File: src/rtl/serial_to_parallel_pkg.sv
// Shared encodings for the serial-to-parallel receiver.
// The direction values match the serializer's i_sht_lr port.
package serial_to_parallel_pkg;

  localparam logic DIR_RIGHT = 1'b1;  // LSB-first
  localparam logic DIR_LEFT  = 1'b0;  // MSB-first

  typedef enum logic {
    ST_IDLE  = 1'b0,
    ST_SHIFT = 1'b1
  } s2p_state_e;

endpackage

File: src/rtl/s2p_out_buf.sv
// One-entry valid/ready holding register with a sticky drop flag.
// A word arriving while the entry is full and not being consumed is dropped.
module s2p_out_buf
  import serial_to_parallel_pkg::*;
#(
  parameter int WIDTH = 32
) (
  input  logic             clk,
  input  logic             rst,
  input  logic             i_load,
  input  logic [WIDTH-1:0] i_data,
  input  logic             i_clr_ovf,
  input  logic             i_ready,
  output logic [WIDTH-1:0] o_data,
  output logic             o_valid,
  output logic             o_overflow
);

  logic [WIDTH-1:0] r_data;
  logic             r_valid;
  logic             r_overflow;
  logic             w_space;

  // Consumption in the same cycle frees the entry, so a new word loads without a bubble.
  assign w_space = ~r_valid | i_ready;

  // NOTE: the data register is reset as well, because o_reg_data must read 0 straight after reset.
  always_ff @(posedge clk or posedge rst) begin
    if (rst) begin
      r_data     <= '0;
      r_valid    <= 1'b0;
      r_overflow <= 1'b0;
    end else begin
      // NOTE: non-blocking assignments keep every flop sampling pre-edge values.
      if (i_load && w_space) begin
        r_data  <= i_data;
        r_valid <= 1'b1;
      end else if (r_valid && i_ready) begin
        r_valid <= 1'b0;
      end

      if (i_clr_ovf)
        r_overflow <= 1'b0;
      else if (i_load && !w_space)
        r_overflow <= 1'b1;
    end
  end

  assign o_data     = r_data;
  assign o_valid    = r_valid;
  assign o_overflow = r_overflow;

endmodule

File: src/rtl/serial_to_parallel.sv
// Serial-in, parallel-out deserializer, MSB-first or LSB-first.
// Completed words go to a one-entry valid/ready output buffer.
module serial_to_parallel
  import serial_to_parallel_pkg::*;
#(
  parameter  int BUS_WIDTH = 32,
  localparam int CNT_W     = $clog2(BUS_WIDTH + 1)
) (
  input  logic                 clk,
  input  logic                 rst,
  input  logic                 i_start,
  input  logic                 i_shift,
  input  logic                 i_shift_data,
  input  logic                 i_sht_lr,
  output logic [BUS_WIDTH-1:0] o_reg_data,
  output logic                 o_valid,
  input  logic                 i_ready,
  output logic                 o_busy,
  output logic                 o_overflow
);

  s2p_state_e           r_state, w_state_next;
  logic [CNT_W-1:0]     r_count, w_count_next;
  logic [BUS_WIDTH-1:0] r_sreg, w_sreg_next, w_shifted;
  logic                 r_dir, w_dir_next;
  logic                 w_dir_cur;
  logic                 w_done;

  // The direction is taken live on the first bit and from the latch for the rest.
  assign w_dir_cur = (r_state == ST_IDLE) ? i_sht_lr : r_dir;
  assign w_shifted = (w_dir_cur == DIR_RIGHT) ? {i_shift_data, r_sreg[BUS_WIDTH-1:1]}
                                              : {r_sreg[BUS_WIDTH-2:0], i_shift_data};

  always_ff @(posedge clk or posedge rst) begin
    if (rst) begin
      r_state <= ST_IDLE;
      r_count <= '0;
      r_sreg  <= '0;
      r_dir   <= DIR_LEFT;
    end else begin
      r_state <= w_state_next;
      r_count <= w_count_next;
      r_sreg  <= w_sreg_next;
      r_dir   <= w_dir_next;
    end
  end

  // NOTE: every output of this block is defaulted first so no path can infer a latch.
  always_comb begin
    w_state_next = r_state;
    w_count_next = r_count;
    w_sreg_next  = r_sreg;
    w_dir_next   = r_dir;
    w_done       = 1'b0;

    if (i_start) begin
      // Start wins over a coincident bit; the partial word is discarded.
      w_state_next = ST_IDLE;
      w_count_next = '0;
      w_sreg_next  = '0;
    end else if (i_shift) begin
      w_sreg_next = w_shifted;
      unique case (r_state)
        ST_IDLE: begin
          w_dir_next   = i_sht_lr;
          w_state_next = ST_SHIFT;
          w_count_next = CNT_W'(1);
        end
        ST_SHIFT: begin
          if (r_count == CNT_W'(BUS_WIDTH - 1)) begin
            w_done       = 1'b1;
            w_state_next = ST_IDLE;
            w_count_next = '0;
          end else begin
            w_count_next = r_count + CNT_W'(1);
          end
        end
        default: begin
          w_state_next = ST_IDLE;
          w_count_next = '0;
        end
      endcase
    end
  end

  assign o_busy = (r_count != '0);

  s2p_out_buf #(
    .WIDTH(BUS_WIDTH)
  ) u_out_buf (
    .clk       (clk),
    .rst       (rst),
    .i_load    (w_done),
    .i_data    (w_shifted),
    .i_clr_ovf (i_start),
    .i_ready   (i_ready),
    .o_data    (o_reg_data),
    .o_valid   (o_valid),
    .o_overflow(o_overflow)
  );

endmodule

File: config.mk
export PLATFORM = sky130hd
export DESIGN_NAME = serial_to_parallel
export DESIGN_NICKNAME = d
export VERILOG_FILES = /design/src/rtl/serial_to_parallel_pkg.sv /design/src/rtl/s2p_out_buf.sv /design/src/rtl/serial_to_parallel.sv
export SDC_FILE = /design/constraint.sdc
export NUM_CORES = 1
export LEC_CHECK = 0
export CAP_MARGIN = 40
export CORE_MARGIN = 2
export CORE_UTILIZATION = 52
export DETAILED_ROUTE_END_ITERATION = 7
export GPL_ROUTABILITY_DRIVEN = 0
export GPL_TIMING_DRIVEN = 1
export PLACE_DENSITY_LB_ADDON = 0.05
export SYNTH_ARGS = -nofsm -noshare
export SYNTH_HDL_FRONTEND = slang
export SYNTH_SLANG_ARGS = --single-unit
export TNS_END_PERCENT = 5
File: constraint.sdc
create_clock -name clk -period 7.5 [get_ports clk]
set_input_delay 1.5 -clock clk [delete_from_list [all_inputs] [get_ports clk]]
set_output_delay 1.5 -clock clk [all_outputs]
set_load 0.005 [all_outputs]
==> impl_metrics.json <==
{
  "root_buffer": "clkbuf_8",
  "min_path_type": "flip-flop to flip-flop",
  "drc": 0,
  "power_density_mw_per_mm2": 191,
  "final_design_area_no_fill_mm2": 0.00405,
  "finalHoldViolCount": 0,
  "post_cts_buffers": 0,
  "fin_util": 0.638,
  "synth_compound_area_frac": 0.0897,
  "worstPathMaxFanout": 5,
  "synth_common_cells": "dfrtp_1, mux2i_1, nor2_1",
  "dp.cells": 407,
  "synth_edf_count": 0,
  "clock_latency_ns": 0.34,
  "hold_start": "u_out_buf.o_data[28]",
  "cts_tree": "built",
  "finalNetCount": 350,
  "die_h_um": 85.2,
  "start_kind": "flip-flop",
  "grt_util_all_layers": 0.189,
  "num_rows": 29,
  "yosysMostFrequentCell": "dfrtp_1",
  "synth_xor_area_frac": 0.00255,
  "dieArea_mm2": 0.00726,
  "yosysSeqAreaShare": 0.540,
  "crit_start": "r_count[0]",
  "synthAdderAreaFrac": 0.00729,
  "yosys_warnings": 0,
  "diodes": 0,
  "placed_cell_area_mm2": 0.00389,
  "fin_cells": 423,
  "wl_per_cell_um": 14.6,
  "whs_ns": 0.510,
  "yosysTopAreaCell": "dfrtp_1",
  "place.detailed.hpwl_mm": 3.88,
  "port_buffers": 41,
  "area_delta_synth_final_pct": 18.1,
  "fillCellCount": 510,
  "synth_top_area_frac": 0.540,
  "tns_ns": 0,
  "synthSimpleGateAreaFrac": 0.0904,
  "finClkSkew_ns": 0.00707,
  "cts_buffers": 9,
  "max_slew_margin": 0.561,
  "htree_levels": 3,
  "vias_per_cell": 5.29,
  "grt_pass1_vias": 2147,
  "ir_drop_mv": 0.115,
  "crit_slowest_cell": "clkdlybuf4s50_1",
  "slew_violations": 0,
  "clock_sinks": 74,
  "initial_core_util": 0.540,
  "io_pins": 42,
  "reg2reg_from": "r_state",
  "synth_nets": 310,
  "ys_seq_elements": 74,
  "cp.arrival_ns": 1.88,
  "wirelength_mm": 6.19,
  "grt_max_degree": 71,
  "postSynthAreaPerCell_um2": 11.4,
  "required_ns": 6.00,
  "core_area_mm2": 0.00635,
  "cpPeakStageDelay_ns": 0.45,
  "grt_pass1_wl_mm": 10.9,
  "maxCapViolations": 0,
  "p_leak_nw": 1.90,
  "postRouteAntennaNets": 0,
  "crit_type": "flip-flop to output pin",
  "netlist_top_cells_area": "dfrtp_1, mux2i_1, a211oi_1, nor2_1, inv_1",
  "yosysUniqueCellTypes": 36,
  "max_freq_mhz": 296,
  "drive_gt1_frac": 0.0954,
  "outcome": "complete, no violations",
  "endpoint_kind": "output pin",
  "first_pass_iters": 4,
  "setup_viol": 0,
  "syn_inst": 301,
  "synthMuxAreaShare": 0.199,
  "die_w_um": 85.2,
  "crit_family": "buffers and inverters",
  "cts.repair.resized": 0,
  "cts.clk_slew.worst_paths_ns": 0.08,
  "cts_hold_buf": 0,
  "synthArstFlopShare": 1.00,
  "multi_input_area_mm2": 0.00133,
  "regArea_mm2": 0.00185,
  "drt_iter0_drc": 88,
  "crit_buf_inv": 2,
  "dr_total_vias": 2237,
  "max_slew.worst_pin.slew_ns": 0.658,
  "synth_top_family_by_area": "multiplexers",
  "antenna_found_initial": 0,
  "synth-main-ff-cell": "dfrtp_1",
  "grt-ovfl-total": 0,
  "min_period_ns": 3.38,
  "ctsLongestPathBuffers": 2,
  "rsz0062_at_grt": "false",
  "timing.final.crit_share": 0.451,
  "path_cells": "inv_1, ha_1, nand2b_1, or4_1, clkdlybuf4s50_1",
  "synth_area_mm2": 0.00343
}
==> state kept, by name, summed over array words and instances, names as in the netlist <==
name,flops
u_out_buf.o_data,32
u_out_buf.o_overflow,1
r_count,6
u_out_buf.o_valid,1
r_state,1
r_dir,1
r_sreg,32
==> area by class of cell <==
| class | count | area share |
|---|---|---|
| inverters | 34 | 0.0315 |
| well taps | 77 | 0.0238 |
| clock buffers | 13 | 0.0368 |
| multi-input cells | 174 | 0.329 |
| clock inverters | 3 | 0.00371 |
| flip-flops and latches | 74 | 0.457 |
| repair buffers | 48 | 0.118 |
==> cells in the final DEF (no fill, tap or decap), types with 3 or more instances in the layout <==
cell type and n:
a211oi_1 29, buf_4 6, clkbuf_1 3, clkbuf_8 10
clkdlybuf4s50_1 40, clkinv_2 3, dfrtp_1 74, inv_1 33
mux2_2 7, mux2i_1 58, nand2_1 5, nand2b_1 3
nand3_1 4, nor2_1 38, nor3_1 3, o21a_1 3
o21ai_0 3
==> report_power, final <==
part           switching (mW)  internal, mW  total, mW  leakage, nW
Sequential             0.0126         0.413      0.425        0.854
Combinational          0.0473        0.0351     0.0824        0.959
Clock                   0.140         0.128      0.268       0.0872
==> kinds of logic (layout without fill, tap and decap cells) <==
family | Yosys count | in the layout
XOR/XNOR | 1 | 1
AO/OA/AOI/OAI | 42 | 42
adder cells (fa/ha/maj) | 2 | 2
AND/OR/NAND/NOR | 63 | 63
buffers and inverters | 53 | 98
flip-flops | 74 | 74
multiplexers | 66 | 66
==> worst reg2reg max path: cells and delay by family (launching register included) <==
family | cells | cell delay, ns
multiplexers | 3 | 0.97
buffers and inverters | 1 | 0.46
flip-flops | 1 | 0.53
==> routing by layer <==
layer | up-vias | routed length, um | global-route usage
met5 | - | 0 | 0
met4 | 0 | 92 | 0.0866
met3 | 9 | 162 | 0.0379
met2 | 35 | 2790 | 0.268
met1 | 1075 | 3140 | 0.280
li1 | 1118 | - | -
==> stage by stage <==
step	total power, mW	setup WS, ns
3_3_place_gp	0.513	3.90
5_1_grt	0.813	3.98
6_report	0.775	4.12
3_5_place_dp	0.516	3.87
4_1_cts	0.785	4.09
2_1_floorplan	0.498	4.12
==> final timing paths <==
path | to | slack (ns) | cells past startpoint
worst min register to register | u_out_buf.o_data[28] | 0.51 | 1
min in group asynchronous | u_out_buf.o_data[7] | 1.54 | 3
worst min-delay path | u_out_buf.o_data[28] | 0.51 | 1
max in group asynchronous | r_sreg[27] | 5.41 | 4
worst max register to register | u_out_buf.o_data[30] | 5.43 | 4
worst max-delay path | o_busy | 4.12 | 5
No activity file was read; power rests on OpenSTA's default activity.
